--- src/rtl/loop_pattern_readout.sv ---
// Pattern bank (2**ADDR_WIDTH x PATTERN_WIDTH) dumped on request as a framed byte stream: header, count, data MSB-first, XOR checksum.
// Header is valid one cycle after the accepted request; each byte is held stable until i_tx_rdy, one byte per cycle with no stalls.
module loop_pattern_readout #(
    parameter int         ADDR_WIDTH    = 3,
    parameter int         PATTERN_WIDTH = 56,
    parameter logic [7:0] HEADER_BYTE   = 8'hA5
) (
    input  logic                     i_clk,
    input  logic                     i_rst,
    input  logic                     i_pattern_wr,
    input  logic [ADDR_WIDTH-1:0]    i_pattern_addr,
    input  logic [PATTERN_WIDTH-1:0] i_pattern,
    input  logic [ADDR_WIDTH-1:0]    i_pattern_num,
    input  logic                     i_read_req,
    output logic                     o_busy,
    output logic [7:0]               o_tx_data,
    output logic                     o_tx_valid,
    input  logic                     i_tx_rdy,
    output logic                     o_frame_done,
    output logic [2**ADDR_WIDTH-1:0] o_entry_written,
    output logic                     o_overrun
);
    localparam int DEPTH = 2**ADDR_WIDTH;
    localparam int BPE   = PATTERN_WIDTH / 8;
    localparam int BW    = (BPE > 1) ? $clog2(BPE) : 1;

    typedef enum logic [2:0] {IDLE, HEADER, COUNT, DATA, CHECK, DONE} state_t;

    state_t                   state, state_nx;
    logic [PATTERN_WIDTH-1:0] bank [DEPTH];
    logic [DEPTH-1:0]         written;
    logic [ADDR_WIDTH-1:0]    n_last, ent_idx, ent_step;
    logic [BW-1:0]            byte_idx, byte_step;
    logic [ADDR_WIDTH:0]      n_cnt;
    logic [7:0]               csum, tx_data, data_nx, cnt_byte;
    logic                     overrun, xfer, incomplete, last_byte, last_ent;

    // Byte idx of an entry, counted from the MSB end.
    function automatic logic [7:0] byte_of(input logic [PATTERN_WIDTH-1:0] entry,
                                           input logic [BW-1:0] idx);
        logic [PATTERN_WIDTH-1:0] sh;
        sh = entry << {idx, 3'b000};
        return sh[PATTERN_WIDTH-1 -: 8];
    endfunction

    assign o_tx_valid      = (state == HEADER) || (state == COUNT) || (state == DATA) || (state == CHECK);
    assign o_busy          = o_tx_valid;
    assign o_frame_done    = (state == DONE);
    assign o_tx_data       = tx_data;
    assign o_entry_written = written;
    assign o_overrun       = overrun;

    assign xfer      = o_tx_valid & i_tx_rdy;
    assign n_cnt     = {1'b0, n_last} + 1'b1;
    assign last_byte = (byte_idx == BW'(BPE - 1));
    assign last_ent  = (ent_idx == n_last);
    assign cnt_byte  = {incomplete, 3'b000, 4'(n_cnt)};

    always_comb begin
        incomplete = 1'b0;
        for (int i = 0; i < DEPTH; i++) begin
            if ((ADDR_WIDTH'(i) <= n_last) && !written[i]) incomplete = 1'b1;
        end
    end

    always_comb begin
        ent_step  = ent_idx;
        byte_step = byte_idx + 1'b1;
        if (last_byte) begin
            ent_step  = ent_idx + 1'b1;
            byte_step = '0;
        end
    end

    always_comb begin
        state_nx = state;
        data_nx  = tx_data;
        case (state)
            IDLE: if (i_read_req) begin
                state_nx = HEADER;
                data_nx  = HEADER_BYTE;
            end
            HEADER: if (xfer) begin
                state_nx = COUNT;
                data_nx  = cnt_byte;
            end
            COUNT: if (xfer) begin
                state_nx = DATA;
                data_nx  = byte_of(bank[0], '0);
            end
            DATA: if (xfer) begin
                if (last_byte && last_ent) begin
                    state_nx = CHECK;
                    data_nx  = csum ^ tx_data;
                end else begin
                    data_nx  = byte_of(bank[ent_step], byte_step);
                end
            end
            CHECK: if (xfer) begin
                state_nx = DONE;
                data_nx  = '0;
            end
            DONE:    state_nx = IDLE;
            default: state_nx = IDLE;
        endcase
    end

    always_ff @(posedge i_clk) begin
        if (i_rst) begin
            state    <= IDLE;
            tx_data  <= '0;
            written  <= '0;
            overrun  <= 1'b0;
            n_last   <= '0;
            ent_idx  <= '0;
            byte_idx <= '0;
            csum     <= '0;
            for (int i = 0; i < DEPTH; i++) bank[i] <= '0;
        end else begin
            state   <= state_nx;
            tx_data <= data_nx;
            // Writes only land while idle so the bank is frozen for the whole frame.
            if (i_pattern_wr) begin
                if (state == IDLE) begin
                    bank[i_pattern_addr]    <= i_pattern;
                    written[i_pattern_addr] <= 1'b1;
                end else begin
                    overrun <= 1'b1;
                end
            end
            if ((state == IDLE) && i_read_req) begin
                n_last   <= i_pattern_num;
                ent_idx  <= '0;
                byte_idx <= '0;
                csum     <= '0;
                overrun  <= 1'b0;
            end
            if (xfer && ((state == COUNT) || (state == DATA))) csum <= csum ^ tx_data;
            if (xfer && (state == DATA)) begin
                ent_idx  <= ent_step;
                byte_idx <= byte_step;
            end
        end
    end
endmodule
--- config.mk ---
export PLATFORM = sky130hd
export DESIGN_NAME = loop_pattern_readout
export DESIGN_NICKNAME = d
export VERILOG_FILES = /design/src/rtl/loop_pattern_readout.sv
export SDC_FILE = /design/constraint.sdc
export NUM_CORES = 1
export LEC_CHECK = 0
export ABC_CLOCK_PERIOD_IN_PS = 6700
export CAP_MARGIN = 25
export CORE_AREA = 2 2 230 232
export CTS_CLUSTER_DIAMETER = 150
export DETAILED_ROUTE_END_ITERATION = 6
export DIE_AREA = 0 0 232 234
export GPL_TIMING_DRIVEN = 0
export HOLD_SLACK_MARGIN = 0.06
export PLACE_DENSITY = 0.75
export REMOVE_ABC_BUFFERS = 1
export SLEW_MARGIN = 40
export SYNTH_ARGS = -nofsm -noshare
export SYNTH_HDL_FRONTEND = slang
export SYNTH_SLANG_ARGS = --single-unit
--- constraint.sdc ---
create_clock -name i_clk -period 6.7 [get_ports i_clk]
set_input_delay 1.34 -clock i_clk [delete_from_list [all_inputs] [get_ports i_clk]]
set_output_delay 1.34 -clock i_clk [all_outputs]
set_load 0.03 [all_outputs]
# [Word-level counts from Yosys, hierarchy flattened]
# Memories as Yosys holds them, arrays and structs flattened.
# Index checks and enable logic that the tools add are counted.
[word_totals] register_bits=37 ram_bits=448 in_bits=67 memories=1
[op_classes] n_addsub=3 n_lt_le_gt_ge=10 eq_ne=13 shifts=1 mux=40 bitwise_logic=4 n_reduce_logical=35
[memory_table] name="bank" depth=8 width=56 read_ports=2 rd_ports_with_merged_regs=0 wr=8 line_no="30" text="logic [PATTERN_WIDTH-1:0] bank [DEPTH];"
[op_table] op="$mux W8" n=8
[op_table] op="$mux W56" n=1
[op_table] op="$reduce_or A56 Y1" n=1
[op_table] op="$shl A56 B6 Y56" n=1
[op_table] op="$pmux W8 S5" n=1
[op_table] op="$mux W3" n=12
[op_table] op="$mux W1" n=16
[op_table] op="$pmux W3 S5" n=1
[op_table] op="$logic_and A1 B1 Y1" n=13
[op_table] op="$le A3 B3 Y1 const A" n=4
[op_table] op="$ne A2 B2 Y1 const B" n=6
[op_table] op="$reduce_and A6 Y1" n=2
[op_table] op="$eq A3 B3 Y1 const B" n=3
[op_table] op="$logic_not A1 Y1" n=8
[op_table] op="$or A8 B8 Y8" n=1
[op_table] op="$xor A8 B8 Y8" n=1
[op_table] op="$add A3 B1 Y3 const B" n=2
[op_table] op="$eq A3 B2 Y1 const B" n=2
[op_table] op="$le A1 B3 Y1 const A" n=2
[op_table] op="$le A2 B3 Y1 const A" n=2
[op_table] op="$reduce_bool A5 Y1" n=1
[op_table] op="$add A3 B1 Y4 const B" n=1
[op_table] op="$logic_or A1 B1 Y1" n=4
[op_table] op="$lt A3 B4 Y1 const B" n=1
[op_table] op="10 further kinds" n=12

# [Depth between registers and ports, before layout]
# Gate-level depths: netlist of the first run.
[depth] depth_word=12 depth_mapped=12 mapped_depth_nobuf=9

# [Worst setup path before layout of the first run]
# No wires, ideal clock.
[synth_path] path_type="in2reg" startpoint="in i_rst" endpoint="mem bank[3][0], enable pin" setup_time_ns=0.547 arrival_ns=5.916 setup_slack_ns=0.237 cell_stages=4 n_path_buf=1 cell_sequence="inv_1 -> clkbuf_1 -> nand4_1 -> o21ai_0"
[synth_lines] element="from (decl)" line_no="9" text="input logic i_rst,"
[synth_lines] element="to (decl)" line_no="30"

==> summary.md, run 1 <==
| Metric | Value |
|---|---|
| Longest Clk Path Bufs | 3 |
| RD Place Congestion | 0.887 |
| Die H | roughly 230 um |
| Synthesized area | around 23000 um2 |
| Top FF cell, synth | edfxtp_1 |
| Critical path endpoint category | flop |
| Rel. slew slack | 42.2% |
| Slowest CP cell | nor3_2 |
| Crit start category | primary input |
| Worst r2r src | state[2] |
| Crit Reg-Reg Endpoint | bank[0][51] |
| Netlist cell types | slightly above 70 |
| Switch share | 21.6% |
| Peak VDD IR | 0.185 mV |
| P_leak | 9.94 nW |
| Max-slew violations | 0 |
| Vias in the first global route | 16100 |
| Initial antenna violation count | 7 |
| Max cap viols | 0 |
| GR Overflow Total | 0 |
| Met3 global-route usage | 5.97% |
| CTS tree | done |
| Met2 usage | approximately 39% |
| Largest net degree at the start of global routing | 38 |
| Synth top area cells | edfxtp_1, and2_1, mux4_2, dfxtp_1, nand2_1 |
| CP peak stage delay | 890 ps |
| Antenna viol nets, final | 0 |
| RSZ-0062 raised after global routing | no |
| Met1 usage | 32.5% |
| Seq pwr share | between 50% and 60% |
| I/O pin cnt | slightly below 90 |
| Critical path required time | about 7200 ps |
| Status | finished clean |
| DR DRC count | 0 |
| Core box area | between 50000 and 60000 um2 |
| H-tree depth | 2 |
| Post-Route WL | 65400 um |
| Depth of the worst register-to-register path | 9 |
| Synthesis-to-finish area growth | 18.9% |
| Flops & latches, synth | 485 |
| Post-CTS resize count | 0 |
| Crit share post-route | 69.6% |
| Syn_area_per_cell | 12.7 um2 |
| Flop-to-flop setup slack | 2460 ps |
| Comb power frac | under 10% |
| Layout cells sized above 1 | 13.9% |
| Hold Fails Final Rpt | 0 |
| Hold Path End | o_entry_written[6] |
| DIE AREA | 54300 um2 |
| Sequential share of the synthesized area | between 60% and 70% |
| Least-Margin Pin Slew | 866 ps |
| Initial core utilization | roughly 45% |
| Post-synth EDFFs | 448 |
| Area of the multi-input gates | 8520 um2 |
| Drt first pass iters | 6 |
| First-pass GRT wire length | 98900 um |
| Cts bufs inserted | 49 |
| Register area | approximately 14000 um2 |
| Vias | 16000 |
| Fin Hold WS | 477 ps |
| Drt initial violations | between 2000 and 2500 |
| # fillers | between 4000 and 5000 |
| Count leader, synth | and2_1 |
| CP Cell Sequence | buf_2 -> inv_2 -> nand4b_1 -> nor3_2 -> buf_4 -> buf_4 -> buf_2 -> buf_4 -> buf_2 -> and2_1 |
| GRT Total Usage | 24.5% |
| Pint | 5.31 mW |
| Hold Crit Start | o_entry_written[6] |
| Fmax | 215 MHz |
| Switching pwr | 1.47 mW |
| Die X-Extent | 232 um |
| Post-Syn Instances | approximately 1800 |
| Final setup TNS | 0 ps |
| Detailed placement HPWL | 44600 um |
| Post-CTS setup buffer count | 0 |
| Critical path class | in -> reg |
| Critical path data arrival time | roughly 5100 ps |
| Worst min path class | reg -> reg |
| DR WL/cell | around 25 um |
| Clock-pin slew on the worst setup and hold paths | around 60 ps |
| Synth area leader | edfxtp_1 |
| Clock Skew | 40.5 ps |
| Share of the synthesized area in the top cell type | 58.0% |
| Tmin final | 4660 ps |
| Clock power share | 42.4% |
| # clock sinks | 485 |
| Skew-Pair Late Insertion Delay | about 610 ps |
| GRT Max-Usage Layer | met2 |
| Synthesis Warnings | 0 |
| CTS Hold Bufs | 0 |
| Root buffer cell | clkbuf_16 |
| Finish-stage setup viols | 0 |
| Final net count | 2006 |
| Port bufs | 86 |
| Async SR Flop Fraction | 0% |
| Pwr dens | 246 nW/um2 |
| Hold path depth | 1 |
| Critical path peak fanout | 31 |
| Synth cell count leaders | and2_1, edfxtp_1, nand2_1 |
| Via density | 6.00 |
| Cell row count | 84 |
-- flip-flops by register name, indices dropped and copies added (netlist names) --
signal,flops
ent_idx,3
state,3
n_last,3
bank,448
o_tx_data,8
o_entry_written,8
csum,8
byte_idx,3
o_overrun,1
-- cell type report --
cell class,count,area share [%]
Timing Repair Buffer,179,8.19
Clock buffer,58,4.69
Inverter,11,0.150
Clock inverter,30,1.37
Tap cell,688,3.12
Antenna cell,2,0.0182
Multi-Input combinational cell,1208,30.9
Sequential cell,485,51.5
-- worst max-delay path, delay by kind of cell --
family	cells	cell delay, ps
buffers and inverters	7	1980
AND/OR/NAND/NOR	3	1770
-- power groups by stage --
stage / combinational, mW / sequential [mW] / clock [mW]
6_report: 0.425 / 3.48 / 2.87
3_3_place_gp: 0.344 / 3.57 / 0
4_1_cts: 0.419 / 3.48 / 2.89
3_5_place_dp: 0.415 / 3.54 / 0
5_1_grt: 0.448 / 3.49 / 3.00
2_1_floorplan: 0.168 / 3.55 / 0
-- cells in the final DEF (no fill, tap or decap), types with 30 or more instances in the layout --
cell	Yosys	routed
dfxtp_1	37	33
mux4_2	60	60
a21oi_1	60	59
edfxtp_1	448	448
buf_8	1	55
clkbuf_16	0	50
nor2_1	66	60
clkdlybuf4s50_1	0	85
nand3_1	61	61
mux2i_1	50	50
and2_1	452	452
nand4_1	30	30
nand2_1	175	175
-- metrics by stage --
step	utilization [%]	instance area [um2]	total power, mW	setup slack [ps]	instances
5_1_grt	53.0	27600	6.94	1990	2660
3_3_place_gp	46.6	24300	3.91	-5910	2478
6_report	53.0	27600	6.78	2040	2661
2_1_floorplan	-	22500	3.72	246	1704
3_5_place_dp	49.7	25900	3.96	1690	2571
4_1_cts	52.9	27500	6.79	2250	2659
-- routing by layer --
layer	routed length, um	part of all wire [%]
met1	24700	38
met3	7960	12
met2	30200	46
met5	59	0.090
met4	2460	3.8
-- how the worst max path moves through the flow --
stage,slack (ps),endpoint,depth (start not counted),from
final,2040,bank[0][51],10,i_rst
after global routing,1990,bank[0][51],10,i_rst
after CTS,2250,bank[0][43],10,i_rst
after detailed placement,1690,bank[0][43],10,i_rst
after global placement,-5910,bank[6][32],4,i_rst
after floorplan,250,bank[2][0],3,i_rst
-- cell families after synthesis --
group / count (synthesis) / share of synthesized area, %
and+or+nand+nor: 873 / 20.8
DFF: 485 / 61.2
AOI/OAI and AO/OA: 205 / 5.80
buffers and inverters: 138 / 2.94
muxes: 114 / 8.38
xor gates and xnor gates: 11 / 0.594
adders and majority gates: 5 / 0.270
Power figures use the tool's default switching activity.
==> run 2: changes to the inputs <==
--- a/config.mk
+++ b/config.mk
@@ -5,7 +5,7 @@
 export SDC_FILE = /design/constraint.sdc
 export NUM_CORES = 1
 export LEC_CHECK = 0
-export ABC_CLOCK_PERIOD_IN_PS = 6700
+export ABC_CLOCK_PERIOD_IN_PS = 4600
 export CAP_MARGIN = 25
 export CORE_AREA = 2 2 230 232
 export CTS_CLUSTER_DIAMETER = 150
@@ -13,7 +13,7 @@
 export DIE_AREA = 0 0 232 234
 export GPL_TIMING_DRIVEN = 0
 export HOLD_SLACK_MARGIN = 0.06
-export PLACE_DENSITY = 0.75
+export PLACE_DENSITY = 0.73
 export REMOVE_ABC_BUFFERS = 1
 export SLEW_MARGIN = 40
 export SYNTH_ARGS = -nofsm -noshare
==> constraint.sdc (replaced) <==
create_clock -name i_clk -period 4.6 [get_ports i_clk]
set_input_delay 0.92 -clock i_clk [delete_from_list [all_inputs] [get_ports i_clk]]
set_output_delay 0.92 -clock i_clk [all_outputs]
set_load 0.03 [all_outputs]
==> summary.md, run 2 (synthesized netlist as in run 1, its figures left out) <==
| Metric | Value |
|---|---|
| Final WS setup | 470 ps (was 2040 ps) |
| Longest Clk Path Bufs | 3 (unchanged) |
| Critical path class | reg -> reg (was in -> reg) |
| Port bufs | 86 (unchanged) |
| Finish-stage setup viols | 0 (unchanged) |
| CP peak stage delay | 720 ps (was 890 ps) |
| Max-slew violations | 0 (unchanged) |
| Antenna viol nets, final | 0 (unchanged) |
| H-tree depth | 2 (unchanged) |
| Final setup TNS | 0 ps (unchanged) |
| Commonest cells after routing, fill and taps aside | and2_1, edfxtp_1, nand2_1, clkdlybuf4s50_1, nand3_1 (unchanged) |
| Place WS | 249 ps (was 1690 ps) |
| Synthesis-to-finish area growth | 19.2% (was 18.9%) |
| Clock-pin slew on the worst setup and hold paths | 60 ps (about the same) |
| Die X-Extent | 232 um (unchanged) |
| Cts bufs inserted | 50 (was 49) |
| Flop-to-flop setup slack | 470 ps (was 2460 ps) |
| Post-CTS resize count | 0 (unchanged) |
| Commonest non-fill, non-tap cell in the layout | and2_1 (unchanged) |
| Hold Crit Start | o_entry_written[5] (was o_entry_written[6]) |
| Final net count | 2009 (was 2006) |
| Layout cells sized above 1 | 13.8% (was 13.9%) |
| First-pass GRT wire length | 99200 um (was 98900 um) |
| Failing checks | design-rule violations |
| Detailed placement HPWL | 45500 um (was 44600 um) |
| GR Overflow Total | 0 (unchanged) |
| Largest net degree at the start of global routing | 38 (unchanged) |
| Skew-Pair Late Insertion Delay | 600 ps (was 610 ps) |
| Core box area | 52000 um2 (unchanged) |
| Max reg flops | 448 (unchanged) |
| # clock sinks | 485 (unchanged) |
| Cell row count | 84 (unchanged) |
| Initial antenna violation count | 6 (was 7) |
| I/O pin cnt | 87 (unchanged) |
| Vias | 16000 (about the same) |
| RD Place Congestion | 0.916 (was 0.887) |
| Drt initial violations | 2238 (was 2008) |
| DR WL/cell | 24.8 um (was 24.6 um) |
| CP Cell Sequence | ha_2 -> and4bb_4 -> a21oi_4 -> buf_8 -> buf_16 -> mux4_2 -> a22oi_1 -> o211ai_1 -> nand4_1 -> nand3_1 (was buf_2 -> inv_2 -> nand4b_1 -> nor3_2 -> buf_4 -> buf_4 -> buf_2 -> buf_4 -> buf_2 -> and2_1) |
| Least-Margin Pin Slew | 814 ps (was 866 ps) |
| Peak VDD IR | 0.248 mV (was 0.185 mV) |
| Pwr dens | 348 nW/um2 (was 246 nW/um2) |
| Crit path buf inv count | 2 (was 7) |
| Hold path depth | 1 (unchanged) |
| Post-Route WL | 66200 um (was 65400 um) |
| Tmin final | 4130 ps |
| GRT Total Usage | 24.6% (was 24.5%) |
| Vias in the first global route | 15800 (was 16100) |
| Crit start category | flop (was primary input) |
| Worst min path class | reg -> reg (unchanged) |
| CTS Hold Bufs | 0 (unchanged) |
| Fmax | 242 MHz |
| DR DRC count | 3 (was 0) |
| Rel. slew slack | 45.8% (was 42.2%) |
| Clock Skew | 15.0 ps (was 40.5 ps) |
| Initial core utilization | 44.6% (unchanged) |
| Worst r2r src | ent_idx[0] (was state[2]) |
| Drt first pass iters | 7 (was 6) |
| Crit share post-route | 89.8% |
| Hold Path End | o_entry_written[5] (was o_entry_written[6]) |
| Critical path data arrival time | 4590 ps (was 5120 ps) |
| Max cap viols | 0 (unchanged) |
| Critical path peak fanout | 37 (was 31) |
| Slowest CP cell | dfxtp_4 (was nor3_2) |
| Biggest register | bank (unchanged) |
| Via density | 5.99 (was 6.00) |
| Critical path endpoint category | flop (unchanged) |
| Post-CTS setup buffer count | 0 (unchanged) |
| Crit Reg-Reg Endpoint | o_tx_data[7] (was bank[0][51]) |
| Hold Fails Final Rpt | 0 (unchanged) |
| Root buffer cell | clkbuf_16 (unchanged) |
| DIE AREA | 54300 um2 (unchanged) |
| Die H | 234 um (unchanged) |
| Critical path required time | 5060 ps (was 7160 ps) |
| P_leak | 9.94 nW (about the same) |
| RSZ-0062 raised after global routing | no (unchanged) |
| Depth of the worst register-to-register path | 10 (was 9) |
| Core Util, Final | 53.1% (was 53.0%) |
| CTS tree | done (unchanged) |
| Critical path's top delay family | compound AO/OA/AOI/OAI gates (was buffers and inverters) |
| Status | complete, but fails checks (was finished clean) |
[run 2: changes by cell type in the layout (fill, tap and decap cells not counted), sizes merged]
cell	delta
inv	+1
clkinv	-1
clkbuf	+4
diode	+1
bufinv	-6
buf	+2
clkinvlp	+3
[run 2: final cells by class]
type,count,area (um2)
fill,4157,24400
sequential,485,14200
multi-input combinational,1208,8520
timing repair buffer,181,2440
clock buffer,62,1350
tap,688,861
clock inverter,27,206
inverter,11,41.3
antenna,3,7.51
[run 2: worst max-delay path by stage]
stage                    start      endpoint  slack, ps  depth (start not counted)
floorplan                i_rst    bank[2][0]      -1430                          3
global placement         i_rst   bank[6][32]      -7880                          4
detailed placement       i_rst   bank[1][35]        250                          6
CTS                 ent_idx[0]  o_tx_data[7]        490                         10
global route        ent_idx[0]  o_tx_data[7]        330                         10
finish              ent_idx[0]  o_tx_data[7]        470                         10
[run 2: layer usage]
metal / wire length [um] / global-route usage (%) / part of all wire (%) / up-vias
met3: 7030 / 4.88 / 11 / 173
met4: 2310 / 9.29 / 3.5 / 6
li1: - / - / - / 6908
met5: 44 / 0 / 0.066 / -
met2: 30400 / 38.7 / 46 / 915
met1: 26400 / 34.1 / 40 / 7965
[run 2: power breakdown]
part	switching [mW]	leakage [nW]	internal, mW
Clock	1.67	0.757	2.23
Sequential	0.0771	4.94	4.99
Combinational	0.384	4.25	0.251
Total	2.13	9.94	7.48
[run 2: worst register-to-register path, cell delays in order, from the launching register on]
cell,delay [ps]
dfxtp_4,720
ha_2,710
and4bb_4,360
a21oi_4,390
buf_8,250
buf_16,170
mux4_2,510
a22oi_1,330
o211ai_1,300
nand4_1,170
nand3_1,80
[run 2: stage by stage]
step                      area (um2)  total power [mW]  hold WS, ps  cells
after floorplan                22500              5.42          495   1704
after global placement         24300              5.71          470   2478
after detailed placement       26100              5.79          488   2573
after CTS                      27600              9.65          502   2662
after global routing           27600              9.87          523   2664
final                          27600              9.61          503   2665
